### config.mk
export PLATFORM = sky130hd
export DESIGN_NAME = paddle_btn_cond
export DESIGN_NICKNAME = d
export VERILOG_FILES = /design/src/rtl/pong_pkg.sv /design/src/rtl/btn_debounce.sv /design/src/rtl/paddle_btn_cond.sv
export SDC_FILE = /design/constraint.sdc
export NUM_CORES = 1
export LEC_CHECK = 0
export BUFFER_PORTS_ARGS = -buffer_cell sky130_fd_sc_hd__buf_4
export CAP_MARGIN = 10
export CORE_ASPECT_RATIO = 0.8
export CORE_UTILIZATION = 35
export DETAILED_ROUTE_END_ITERATION = 6
export HOLD_SLACK_MARGIN = 0.08
export PLACE_DENSITY = 0.5
export RECOVER_POWER = 50
export SLEW_MARGIN = 20
export SYNTH_ARGS = -nofsm -noshare
export SYNTH_HDL_FRONTEND = slang
export SYNTH_HIERARCHICAL = 1
export SYNTH_SLANG_ARGS = --single-unit
### constraint.sdc
create_clock -name clk -period 3.5 [get_ports clk]
set_clock_uncertainty 0.2 [all_clocks]
set_input_delay 0.175 -clock clk [delete_from_list [all_inputs] [get_ports clk]]
set_output_delay 0.175 -clock clk [all_outputs]
set_load 0.01 [all_outputs]
### src/rtl/pong_pkg.sv
// Shared types and default constants for the pong button-conditioning path.
package pong_pkg;

    typedef enum logic [1:0] {
        RELEASED    = 2'd0,
        ARM_PRESS   = 2'd1,
        HELD        = 2'd2,
        ARM_RELEASE = 2'd3
    } btn_state_t;

    // 10 ms at 25 MHz
    localparam int DEFAULT_DEBOUNCE_CYCLES = 250000;
    localparam int DEFAULT_CNT_W           = 18;

endpackage

### src/rtl/btn_debounce.sv
// One button: 2-FF synchronizer, polarity fix, 4-state debounce FSM with
// a saturating stability counter. db is high in HELD and ARM_RELEASE.
module btn_debounce
    import pong_pkg::*;
#(
    parameter int DEBOUNCE_CYCLES = DEFAULT_DEBOUNCE_CYCLES,
    parameter int CNT_W           = DEFAULT_CNT_W,
    parameter bit BTN_ACTIVE_LOW  = 1'b0
) (
    input  logic clk,
    input  logic rst_n,
    input  logic raw,
    output logic db
);

    localparam logic [CNT_W-1:0] LAST = CNT_W'(DEBOUNCE_CYCLES - 1);
    localparam logic [CNT_W-1:0] CMAX = '1;

    logic             sync1, sync2;
    btn_state_t       state_q, state_d;
    logic [CNT_W-1:0] cnt_q, cnt_d;

    // Polarity is applied ahead of the first flop so reset value 0 means "not pressed".
    always_ff @(posedge clk or negedge rst_n) begin
        if (!rst_n) begin
            sync1 <= 1'b0;
            sync2 <= 1'b0;
        end else begin
            sync1 <= raw ^ BTN_ACTIVE_LOW;
            sync2 <= sync1;
        end
    end

    always_ff @(posedge clk or negedge rst_n) begin
        if (!rst_n) begin
            state_q <= RELEASED;
            cnt_q   <= '0;
        end else begin
            state_q <= state_d;
            cnt_q   <= cnt_d;
        end
    end

    always_comb begin
        state_d = state_q;
        cnt_d   = cnt_q;
        case (state_q)
            RELEASED: begin
                if (sync2) begin
                    state_d = ARM_PRESS;
                    cnt_d   = '0;
                end
            end
            ARM_PRESS: begin
                if (!sync2) begin
                    state_d = RELEASED;
                    cnt_d   = '0;
                end else if (cnt_q == LAST) begin
                    state_d = HELD;
                    cnt_d   = '0;
                end else if (cnt_q != CMAX) begin
                    cnt_d = cnt_q + 1'b1;
                end
            end
            HELD: begin
                if (!sync2) begin
                    state_d = ARM_RELEASE;
                    cnt_d   = '0;
                end
            end
            ARM_RELEASE: begin
                if (sync2) begin
                    state_d = HELD;
                    cnt_d   = '0;
                end else if (cnt_q == LAST) begin
                    state_d = RELEASED;
                    cnt_d   = '0;
                end else if (cnt_q != CMAX) begin
                    cnt_d = cnt_q + 1'b1;
                end
            end
            default: begin
                state_d = RELEASED;
                cnt_d   = '0;
            end
        endcase
    end

    assign db = (state_q == HELD) || (state_q == ARM_RELEASE);

endmodule

### src/rtl/paddle_btn_cond.sv
// Paddle button conditioning: two debouncers, conflict masking, start pulse.
// Optional macro PADDLE_BTN_FRAME_LOCK_EN: up_en/down_en update only on frame_tick.
module paddle_btn_cond
    import pong_pkg::*;
#(
    parameter int DEBOUNCE_CYCLES = DEFAULT_DEBOUNCE_CYCLES,
    parameter int CNT_W           = DEFAULT_CNT_W,
    parameter bit BTN_ACTIVE_LOW  = 1'b0
) (
    input  logic clk,
    input  logic rst_n,
    input  logic btn_up_raw,
    input  logic btn_down_raw,
    input  logic frame_tick,
    output logic up_en,
    output logic down_en,
    output logic start_pulse
);

    logic up_db, down_db;
    logic any_db, any_db_q;
    logic load;

    btn_debounce #(
        .DEBOUNCE_CYCLES(DEBOUNCE_CYCLES),
        .CNT_W          (CNT_W),
        .BTN_ACTIVE_LOW (BTN_ACTIVE_LOW)
    ) u_up (
        .clk  (clk),
        .rst_n(rst_n),
        .raw  (btn_up_raw),
        .db   (up_db)
    );

    btn_debounce #(
        .DEBOUNCE_CYCLES(DEBOUNCE_CYCLES),
        .CNT_W          (CNT_W),
        .BTN_ACTIVE_LOW (BTN_ACTIVE_LOW)
    ) u_down (
        .clk  (clk),
        .rst_n(rst_n),
        .raw  (btn_down_raw),
        .db   (down_db)
    );

`ifdef PADDLE_BTN_FRAME_LOCK_EN
    assign load = frame_tick;
`else
    logic unused_frame_tick;
    assign unused_frame_tick = frame_tick;
    assign load = 1'b1;
`endif

    assign any_db = up_db | down_db;

    // Both pressed cancels out; start fires only on the first button of a hold.
    always_ff @(posedge clk or negedge rst_n) begin
        if (!rst_n) begin
            up_en       <= 1'b0;
            down_en     <= 1'b0;
            any_db_q    <= 1'b0;
            start_pulse <= 1'b0;
        end else begin
            if (load) begin
                up_en   <= up_db & ~down_db;
                down_en <= down_db & ~up_db;
            end
            any_db_q    <= any_db;
            start_pulse <= any_db & ~any_db_q;
        end
    end

endmodule

==> results of run 1 <==
==> placed cells by master (no fill, tap or decap), drive strengths merged, types with 10 or more instances in the layout <==
cell type  netlist  final
o21ai           20     20
a41oi           12     12
nand3           18     18
nor2            10     10
dfrtp           48     48
nand4           12     12
nand2           26     26
a31oi           18     18
a21oi           34     34
==> cells in the mapped netlist, types with 8 or more instances <==
master    number
dfrtp_1       48
nor2_1        10
a31oi_1       18
nand2b_1       8
a21oi_1       32
a41oi_1       12
nand4_1        8
nand3_1       18
nand2_1       26
buf_6         10
o21ai_0       16
==> through the flow <==
step	util [%]	total power [W]	area, µm²
after global routing	39.45	0.001806	2999
after global placement	37.20	0.001212	2828
after detailed placement	37.39	0.001230	2843
final	39.45	0.001689	2999
after floorplan	-	0.001171	2826
after CTS	39.48	0.001712	3002
==> worst max-delay path by stage <==
stage / to / startpoint / slack, ps / cells after the start
final: u_up/cnt_q[15] / u_up/cnt_q[0] / 1110 / 6
after global routing: u_down/cnt_q[5] / u_down/cnt_q[0] / 860 / 6
after CTS: u_up/cnt_q[10] / u_up/cnt_q[0] / 1090 / 6
after detailed placement: u_up/cnt_q[10] / u_up/cnt_q[0] / 1120 / 6
after global placement: flip-flop / u_up/cnt_q[6] / 930 / 5
after floorplan: flip-flop / u_down/cnt_q[5] / 1510 / 7
==> power by group <==
part / total, W / switching [W] / internal (W)
sequential: 0.000686 / 0.0000622 / 0.000624
clock: 0.000469 / 0.000187 / 0.000281
combinational: 0.000535 / 0.000343 / 0.000192
==> repair_timing <==
action	4_1_cts	5_1_grt
buffers inserted	0	0
hold buffers	3	0
setup endpoints to repair	0	0
endpoints found under the hold margin	50	0
==> cell type report <==
cell class / instances / area share, %
timing repair buffer: 11 / 3.171
clock inverter: 2 / 2.003
sequential: 48 / 40.05
multi-input combinational: 218 / 47.85
inverter: 2 / 0.2503
tap: 105 / 4.380
clock buffer: 5 / 2.295
==> routing by layer <==
metal / global-route usage (%) / vias to the layer above / routed length, µm
li1: - / 1103 / -
met1: 24.76 / 1066 / 3466
met2: 19.47 / 36 / 2320
met3: 2.862 / 3 / 128
met4: 4.286 / 0 / 16
met5: 0 / - / 0
==> sequential cells by signal (all words and copies together) (netlist names), named ones only <==
| register | cells |
|---|---|
| u_up/sync2 | 1 |
| any_db_q | 1 |
| u_down/sync1 | 1 |
| u_up/cnt_q | 18 |
| start_pulse | 1 |
| up_en | 1 |
| u_down/cnt_q | 18 |
| u_up/state_q | 1 |
| u_up/sync1 | 1 |
| u_down/sync2 | 1 |
| down_en | 1 |
| u_down/state_q | 1 |
==> kinds of logic after synthesis <==
logic type               Yosys count  synth area share (%)
buffers and inverters             26                 6.729
adder cells (fa/ha/maj)            2                0.8852
flip-flops                        48                 42.50
XOR/XNOR                           2                0.6199
AND/OR/NAND/NOR                  111                 25.45
AO/OA/AOI/OAI                    101                 23.02
multiplexers                       2                0.7968
==> critical path: cells and delay by family, from the launching register on <==
family                     cells  cell delay, ps
and+or+nand+nor                3            1090
DFF                            1             410
AOI/OAI and AO/OA              2             340
adders and majority gates      1             280
==> out/metrics.yaml, run 1 <==
cells_and_area:
  synthToLayoutAreaGrowth_pct: 6.109
  num_antenna_cells: 0
  nFillCells: 748
  seq_area_mm2: 0.001201
  final_cells: 391
  nets: 293
  layout-drive-gt1-share_pct: 12.94
  multi_input_area_mm2: 0.001435
sta:
  fin_crit_ps: 2394
  worstMarginPinSlew_ps: 1202
  finalSetupViolCount: 0
  max_freq_mhz: 417.6
  relSlewSlack_pct: 19.90
  hold_slack_ps: 153.2
  fin_ws_ps: 1106
  report.final.slew_viol_count: 0
  finalSetupTns_ps: 0
  rsz0062_at_grt: "false"
  finalCritPeriodShare_pct: 68.41
  hold_violations: 0
placed_design:
  gp_congestion: 0.7605
  place_ws_ps: 1123
  port_buffers: 6
  dp_hpwl_um: 3938
  dp.cells: 381
global_routing:
  grt_max_degree: 49
  antenna_found_initial: 0
  grt-ovfl-total: 0
  grt_pass1_wl_um: 9867
  grtUsageTotal_pct: 15.17
  grt_pass1_vias: 1924
cts:
  cts_tree: "built"
  clkSinkCount: 48
  cts_inserted_buffers: 5
  post_cts_resized: 0
  clock_latency_ps: 300
  cts-root-buf: "clkbuf_8"
  cts.reportedPaths.clkPinSlew_ps: 90
  htreeDepth: 2
  clock_path_buffers: 2
setup_path:
  start_kind: "flip-flop"
  critPathArrivalTime_ps: 2420
  reg2reg_slack_ps: 1110
  reg2reg_depth: 6
  cp_slowest_cell: "and2_1"
  reg2reg_to: "u_up/cnt_q[15]"
  r2r-start: "u_up/cnt_q[0]"
  cpPeakStageDelay_ps: 420
  critical_path_class: "flip-flop to flip-flop"
  end_kind: "flip-flop"
  crit_fanout: 8
  critical_path_required_ps: 3520
  path_cells: "ha_1, nand4_1, nor3_4, and2_1, o21ai_0, a31oi_1"
yosys:
  synth.area.top_cells: "dfrtp_1, a21oi_1, a31oi_1"
  synth_top_flop_cell: "dfrtp_1"
  synth-seq-cells: 48
  synth_cell_types: 49
  synth_edf_count: 0
  synthCells: 292
  synth_top_area_share_pct: 42.50
  ys_async_sr_fraction_pct: 100.0
  syn-cell-area_mm2: 0.002826
  yosysWarnings: 6
  synth.avg_cell_area_um2: 9.680
  yosysSeqAreaShare_pct: 42.50
  netlist.top_cell.by_area: "dfrtp_1"
  syn_nets: 299
min_path:
  min_from: "u_up/sync1"
  min_to: "u_up/sync2"
  min_path_type: "flip-flop to flip-flop"
  min_path_cells: 0
detailed_routing:
  vias_per_cell: 5.647
  wl_um: 5931
  post-route-drc-count: 0
  wl_per_cell_um: 15.17
  antenna_left: 0
  initialDrtViolationCount: 183
  vias: 2208
  first_pass_iters: 6
outcome:
  status: "finished, final reports clean"
floorplanning:
  die_w_um: 102.5
  coreArea_mm2: 0.007602
  rows: 28
  die_area_mm2: 0.008441
  start_util_pct: 37.18
  die_y_um: 82.38
  io_pins: 8
job:
  cap_viol_max_count: 0
pwr:
  peakVddDrop_mv: 0.3061
  p_per_area_mw_per_mm2: 563.3
  leakagePower_nw: 1.156
Power figures use the tool's default switching activity.
==> run 2: changes to the inputs <==
==> constraint.sdc (replaced) <==
create_clock -name clk -period 2.5 [get_ports clk]
set_clock_uncertainty 0.2 [all_clocks]
set_input_delay 0.125 -clock clk [delete_from_list [all_inputs] [get_ports clk]]
set_output_delay 0.125 -clock clk [all_outputs]
set_load 0.01 [all_outputs]
==> run 2 against run 1 <==
Clock power shrank 5.5%. Cell area grew 0.42%. Via count increased by 0.63%. Register-to-register slack lost 830 ps. Worst hold slack improved by 1.1 ps. Die area did not move. Power grew 29%. Maximum frequency up 7.8%. First-iteration DRC count decreased by 21%. Largest power group unchanged. Highest routed layer unchanged.
==> out/metrics.yaml, run 2 (synthesis results as in run 1) <==
setup_path:
  path_cells: "ha_1, nand4_1, nor3_4, and2_1, o21ai_0, a31oi_1"
  cpPeakStageDelay_ps: 410
  critical_path_class: "flip-flop to flip-flop"
  reg2reg_depth: 6
  reg2reg_to: "u_down/cnt_q[15]"
  start_kind: "flip-flop"
  critPathArrivalTime_ps: 2230
  critPathTopFamily: "simple AND/OR/NAND/NOR gates"
  critical_path_required_ps: 2510
  crit_fanout: 8
  reg2reg_slack_ps: 280
  r2r-start: "u_down/cnt_q[0]"
  critPathBufInv: 0
  cp_slowest_cell: "dfrtp_1"
  end_kind: "flip-flop"
sta:
  max_freq_mhz: 450.2
  finalSetupTns_ps: 0
  relSlewSlack_pct: 18.61
  hold_violations: 0
  worstMarginPinSlew_ps: 1221
  fin_ws_ps: 278.7
  finalCritPeriodShare_pct: 88.85
  report.final.slew_viol_count: 0
  fin_crit_ps: 2221
  finalSetupViolCount: 0
  rsz0062_at_grt: "false"
cts:
  htreeDepth: 2
  clkSinkCount: 48
  cts_setup_buffers: 0
  clock_latency_ps: 290
  post_cts_resized: 0
  clock_path_buffers: 2
  cts_tree: "built"
  cts-root-buf: "clkbuf_8"
  cts_inserted_buffers: 5
  cts.reportedPaths.clkPinSlew_ps: 90
pwr:
  p_per_area_mw_per_mm2: 721.9
  clkPwrFrac_pct: 20.4
  p_comb_share_pct: 35.3
  swShare_pct: 38.32
  switchingPower_w: 0.0008331
  p_int_w: 0.001341
  leakagePower_nw: 1.178
  peakVddDrop_mv: 0.5413
  p_seq_share_pct: 44.3
cells_and_area:
  layout_commonest_cell: "dfrtp_1"
  layout-drive-gt1-share_pct: 15.59
  nets: 302
  multi_input_area_mm2: 0.001435
  seq_area_mm2: 0.001201
  layout_common_cells: "dfrtp_1, a21oi_1, nand2_1, nand3_1, a31oi_1"
  nFillCells: 746
  synthToLayoutAreaGrowth_pct: 6.552
  num_antenna_cells: 0
  reg_top3: "u_down/cnt_q (18), u_up/cnt_q (18)"
global_routing:
  grt_max_degree: 49
  grtUsageTotal_pct: 15.78
  grt_pass1_wl_um: 10320
  grt-ovfl-total: 0
  grt_pass1_vias: 1931
  antenna_found_initial: 0
detailed_routing:
  vias: 2222
  post-route-drc-count: 0
  wl_per_cell_um: 15.09
  antenna_left: 0
  initialDrtViolationCount: 145
  vias_per_cell: 5.555
  wl_um: 6034
  first_pass_iters: 4
floorplanning:
  io_pins: 8
  start_util_pct: 37.18
  die_area_mm2: 0.008441
  die_y_um: 82.38
  rows: 28
  coreArea_mm2: 0.007602
  die_w_um: 102.5
placed_design:
  gp_congestion: 0.7437
  dp_hpwl_um: 4124
  port_buffers: 6
  place_ws_ps: 333.9
min_path:
  min_path_type: "flip-flop to flip-flop"
  min_path_cells: 0
  min_to: "u_down/sync2"
  min_from: "u_down/sync1"
job:
  cap_viol_max_count: 0
outcome:
  status: "finished, final reports clean"
run 2: cell count changes in the layout (fill, tap and decap cells not counted):
cell / delta
buf_4: +10
buf_8: -1
bufinv_16: -2
clkinv_2: +1
clkinvlp_4: +1
run 2: worst max-delay path by stage:
stage	startpoint	endpoint	cells past startpoint
after global routing	u_down/cnt_q[0]	u_down/cnt_q[15]	6
final	u_down/cnt_q[0]	u_down/cnt_q[15]	6
after global placement	u_down/cnt_q[0]	u_down/cnt_q[15]	6
after detailed placement	u_down/cnt_q[0]	u_down/cnt_q[15]	6
after CTS	u_down/cnt_q[0]	u_down/cnt_q[15]	6
after floorplan	u_down/cnt_q[5]	flip-flop	7
run 2: area by class of cell:
cell class | instances | share of cell area [%]
Clock buffer | 5 | 2.285
Clock inverter | 2 | 0.4155
Inverter | 2 | 0.2493
Timing Repair Buffer | 20 | 5.152
Tap cell | 105 | 4.362
Sequential cell | 48 | 39.88
Multi-Input combinational cell | 218 | 47.65
run 2: through the flow:
stage	util (%)	std cells	total power, W	area, µm²	hold WS [ps]
5_1_grt	39.61	400	0.002330	3012	164.6
3_5_place_dp	38.18	390	0.001742	2903	-8.494
6_report	39.61	400	0.002174	3012	154.3
2_1_floorplan	-	292	0.001640	2826	-370.6
4_1_cts	39.65	400	0.002202	3014	156.1
3_3_place_gp	38.18	390	0.001740	2903	-5.598
run 2: power groups by stage:
stage	clock, W	combinational, W	sequential, W
6_report	0.000443	0.000767	0.000964
5_1_grt	0.000501	0.000848	0.000981
4_1_cts	0.000467	0.000770	0.000965
3_5_place_dp	0	0.000763	0.000979
3_3_place_gp	0	0.000763	0.000977
2_1_floorplan	0	0.000687	0.000953
run 2: repair_timing:
item                       in CTS  in global routing
hold buffers                    3                  0
setup endpoints to repair       0                  0
hold endpoints to repair       50                  0
run 2: per-layer routing:
metal,vias up,GRT usage (%),wire [µm]
li1,1121,-,-
met1,1068,27.15,3502
met5,-,0,0
met2,31,19.53,2290
met3,2,2.778,211
met4,0,2.571,30
run 2: worst reg2reg max path: stages (launching register included):
cell and delay [ps]:
dfrtp_1 410, ha_1 280, nand4_1 270, nor3_4 260, and2_1 380, o21ai_0 160, a31oi_1 180
==> run 3: changes to the inputs <==
--- a/config.mk
+++ b/config.mk
@@ -11,6 +11,7 @@
 export CORE_UTILIZATION = 35
 export DETAILED_ROUTE_END_ITERATION = 6
 export HOLD_SLACK_MARGIN = 0.08
+export MAX_ROUTING_LAYER = met4
 export PLACE_DENSITY = 0.5
 export RECOVER_POWER = 50
 export SLEW_MARGIN = 20
==> run 3 against run 2 <==
Non-clock buffer count is the same. Power is essentially flat. Register-to-register slack lost 20 ps. Critical endpoint unchanged. Largest cell class unchanged. Utilization is the same. Wire length is essentially flat. Global-route usage grew 0.45 points. Die area is the same. Critical path type unchanged. Critical path depth is the same. First-iteration DRC count is the same. Clock power is essentially flat. Combinational power is essentially flat. Worst hold slack is essentially flat.
==> out/metrics.yaml, run 3 (synthesis results as in run 1) <==
floorplanning:
  io_pins: 8
  coreArea_mm2: 0.007602
  die_area_mm2: 0.008441
  start_util_pct: 37.18
  die_w_um: 102.5
  die_y_um: 82.38
  rows: 28
cells_and_area:
  reg_top3: "u_down/cnt_q (18), u_up/cnt_q (18)"
  layout_common_cells: "dfrtp_1, a21oi_1, nand2_1, nand3_1, a31oi_1"
  nets: 302
  seq_area_mm2: 0.001201
  layout-drive-gt1-share_pct: 15.59
  layout_commonest_cell: "dfrtp_1"
  multi_input_area_mm2: 0.001435
  nFillCells: 746
  num_antenna_cells: 0
  synthToLayoutAreaGrowth_pct: 6.552
detailed_routing:
  vias: 2251
  initialDrtViolationCount: 145
  post-route-drc-count: 0
  vias_per_cell: 5.628
  wl_um: 6037
  first_pass_iters: 5
  wl_per_cell_um: 15.09
  antenna_left: 0
cts:
  clock_path_buffers: 2
  clkSinkCount: 48
  cts.reportedPaths.clkPinSlew_ps: 80
  cts-root-buf: "clkbuf_8"
  post_cts_resized: 0
  clock_latency_ps: 290
  htreeDepth: 2
  cts_inserted_buffers: 5
  cts_tree: "built"
global_routing:
  antenna_found_initial: 0
  grtUsageTotal_pct: 16.23
  grt_max_degree: 49
  grt_pass1_wl_um: 10310
  grt_pass1_vias: 1933
  grt-ovfl-total: 0
sta:
  worstMarginPinSlew_ps: 1216
  max_freq_mhz: 446.9
  rsz0062_at_grt: "false"
  report.final.slew_viol_count: 0
  hold_slack_ps: 154.0
  relSlewSlack_pct: 18.96
  finalSetupTns_ps: 0
  finalSetupViolCount: 0
  hold_violations: 0
  fin_crit_ps: 2237
  finalCritPeriodShare_pct: 89.50
setup_path:
  critPathArrivalTime_ps: 2250
  start_kind: "flip-flop"
  crit_fanout: 8
  critical_path_class: "flip-flop to flip-flop"
  critical_path_required_ps: 2510
  end_kind: "flip-flop"
  reg2reg_depth: 6
outcome:
  status: "finished, final reports clean"
pwr:
  p_total_w: 0.002173
  p_comb_share_pct: 35.3
  p_per_area_mw_per_mm2: 721.6
  switchingPower_w: 0.0008322
  p_int_w: 0.001341
  p_seq_share_pct: 44.3
  clkPwrFrac_pct: 20.4
  peakVddDrop_mv: 0.5408
  leakagePower_nw: 1.178
  swShare_pct: 38.29
min_path:
  min_path_type: "flip-flop to flip-flop"
  min_path_cells: 0
placed_design:
  port_buffers: 6
  dp_hpwl_um: 4124
  gp_congestion: 0.7530
job:
  cap_viol_max_count: 0
## run 3: area by class of cell
| type | instances | share of cell area, % |
|---|---|---|
| inverters | 2 | 0.2493 |
| flip-flops and latches | 48 | 39.88 |
| clock inverters | 2 | 0.4155 |
| repair buffers | 20 | 5.152 |
| well taps | 105 | 4.362 |
| clock buffers | 5 | 2.285 |
| multi-input cells | 218 | 47.65 |
## run 3: worst paths after layout
check,start,endpoint,slack [ps]
setup / recovery,u_down/cnt_q[0],u_down/cnt_q[15],260
hold / removal,u_down/sync1,u_down/sync2,150
setup reg to reg,u_down/cnt_q[0],u_down/cnt_q[15],260
hold reg to reg,u_down/sync1,u_down/sync2,150
max in group asynchronous,rst_n,u_up/cnt_q[1],950
min in group asynchronous,rst_n,u_down/cnt_q[13],420
## run 3: power by group through the flow
stage / clock network (W) / registers [W] / logic (W)
2_1_floorplan: 0 / 0.000953 / 0.000687
3_3_place_gp: 0 / 0.000977 / 0.000763
3_5_place_dp: 0 / 0.000979 / 0.000763
4_1_cts: 0.000467 / 0.000965 / 0.000770
5_1_grt: 0.000501 / 0.000981 / 0.000848
6_report: 0.000443 / 0.000964 / 0.000767
## run 3: layer usage
metal  part of all wire [%]  track usage [%]  up-vias
met5                      0                -        -
met4                   0.48            2.571        0
met3                    3.7            2.778        2
met2                     38            19.60       50
met1                     57            27.05     1076
li1                       -                -     1123
## run 3: critical path, stage by stage (launching register included)
cell,delay [ps]
dfrtp_1,420
ha_1,290
nand4_1,270
nor3_4,260
and2_1,380
o21ai_0,160
a31oi_1,180
## run 3: stage by stage
| stage | utilization, % | setup slack, ps | cells | area (µm²) |
|---|---|---|---|---|
| floorplan | - | 510.8 | 292 | 2826 |
| detailed placement | 38.18 | 333.9 | 390 | 2903 |
| global placement | 38.18 | 320.9 | 390 | 2903 |
| finish | 39.61 | 262.5 | 400 | 3012 |
| CTS | 39.65 | 290.1 | 400 | 3014 |
| global route | 39.61 | 108.0 | 400 | 3012 |
## run 3: what timing repair did
action	4_1_cts	5_1_grt
hold endpoints to repair	50	0
hold buffers	3	0
buffers inserted	0	0
setup endpoints to repair	0	0
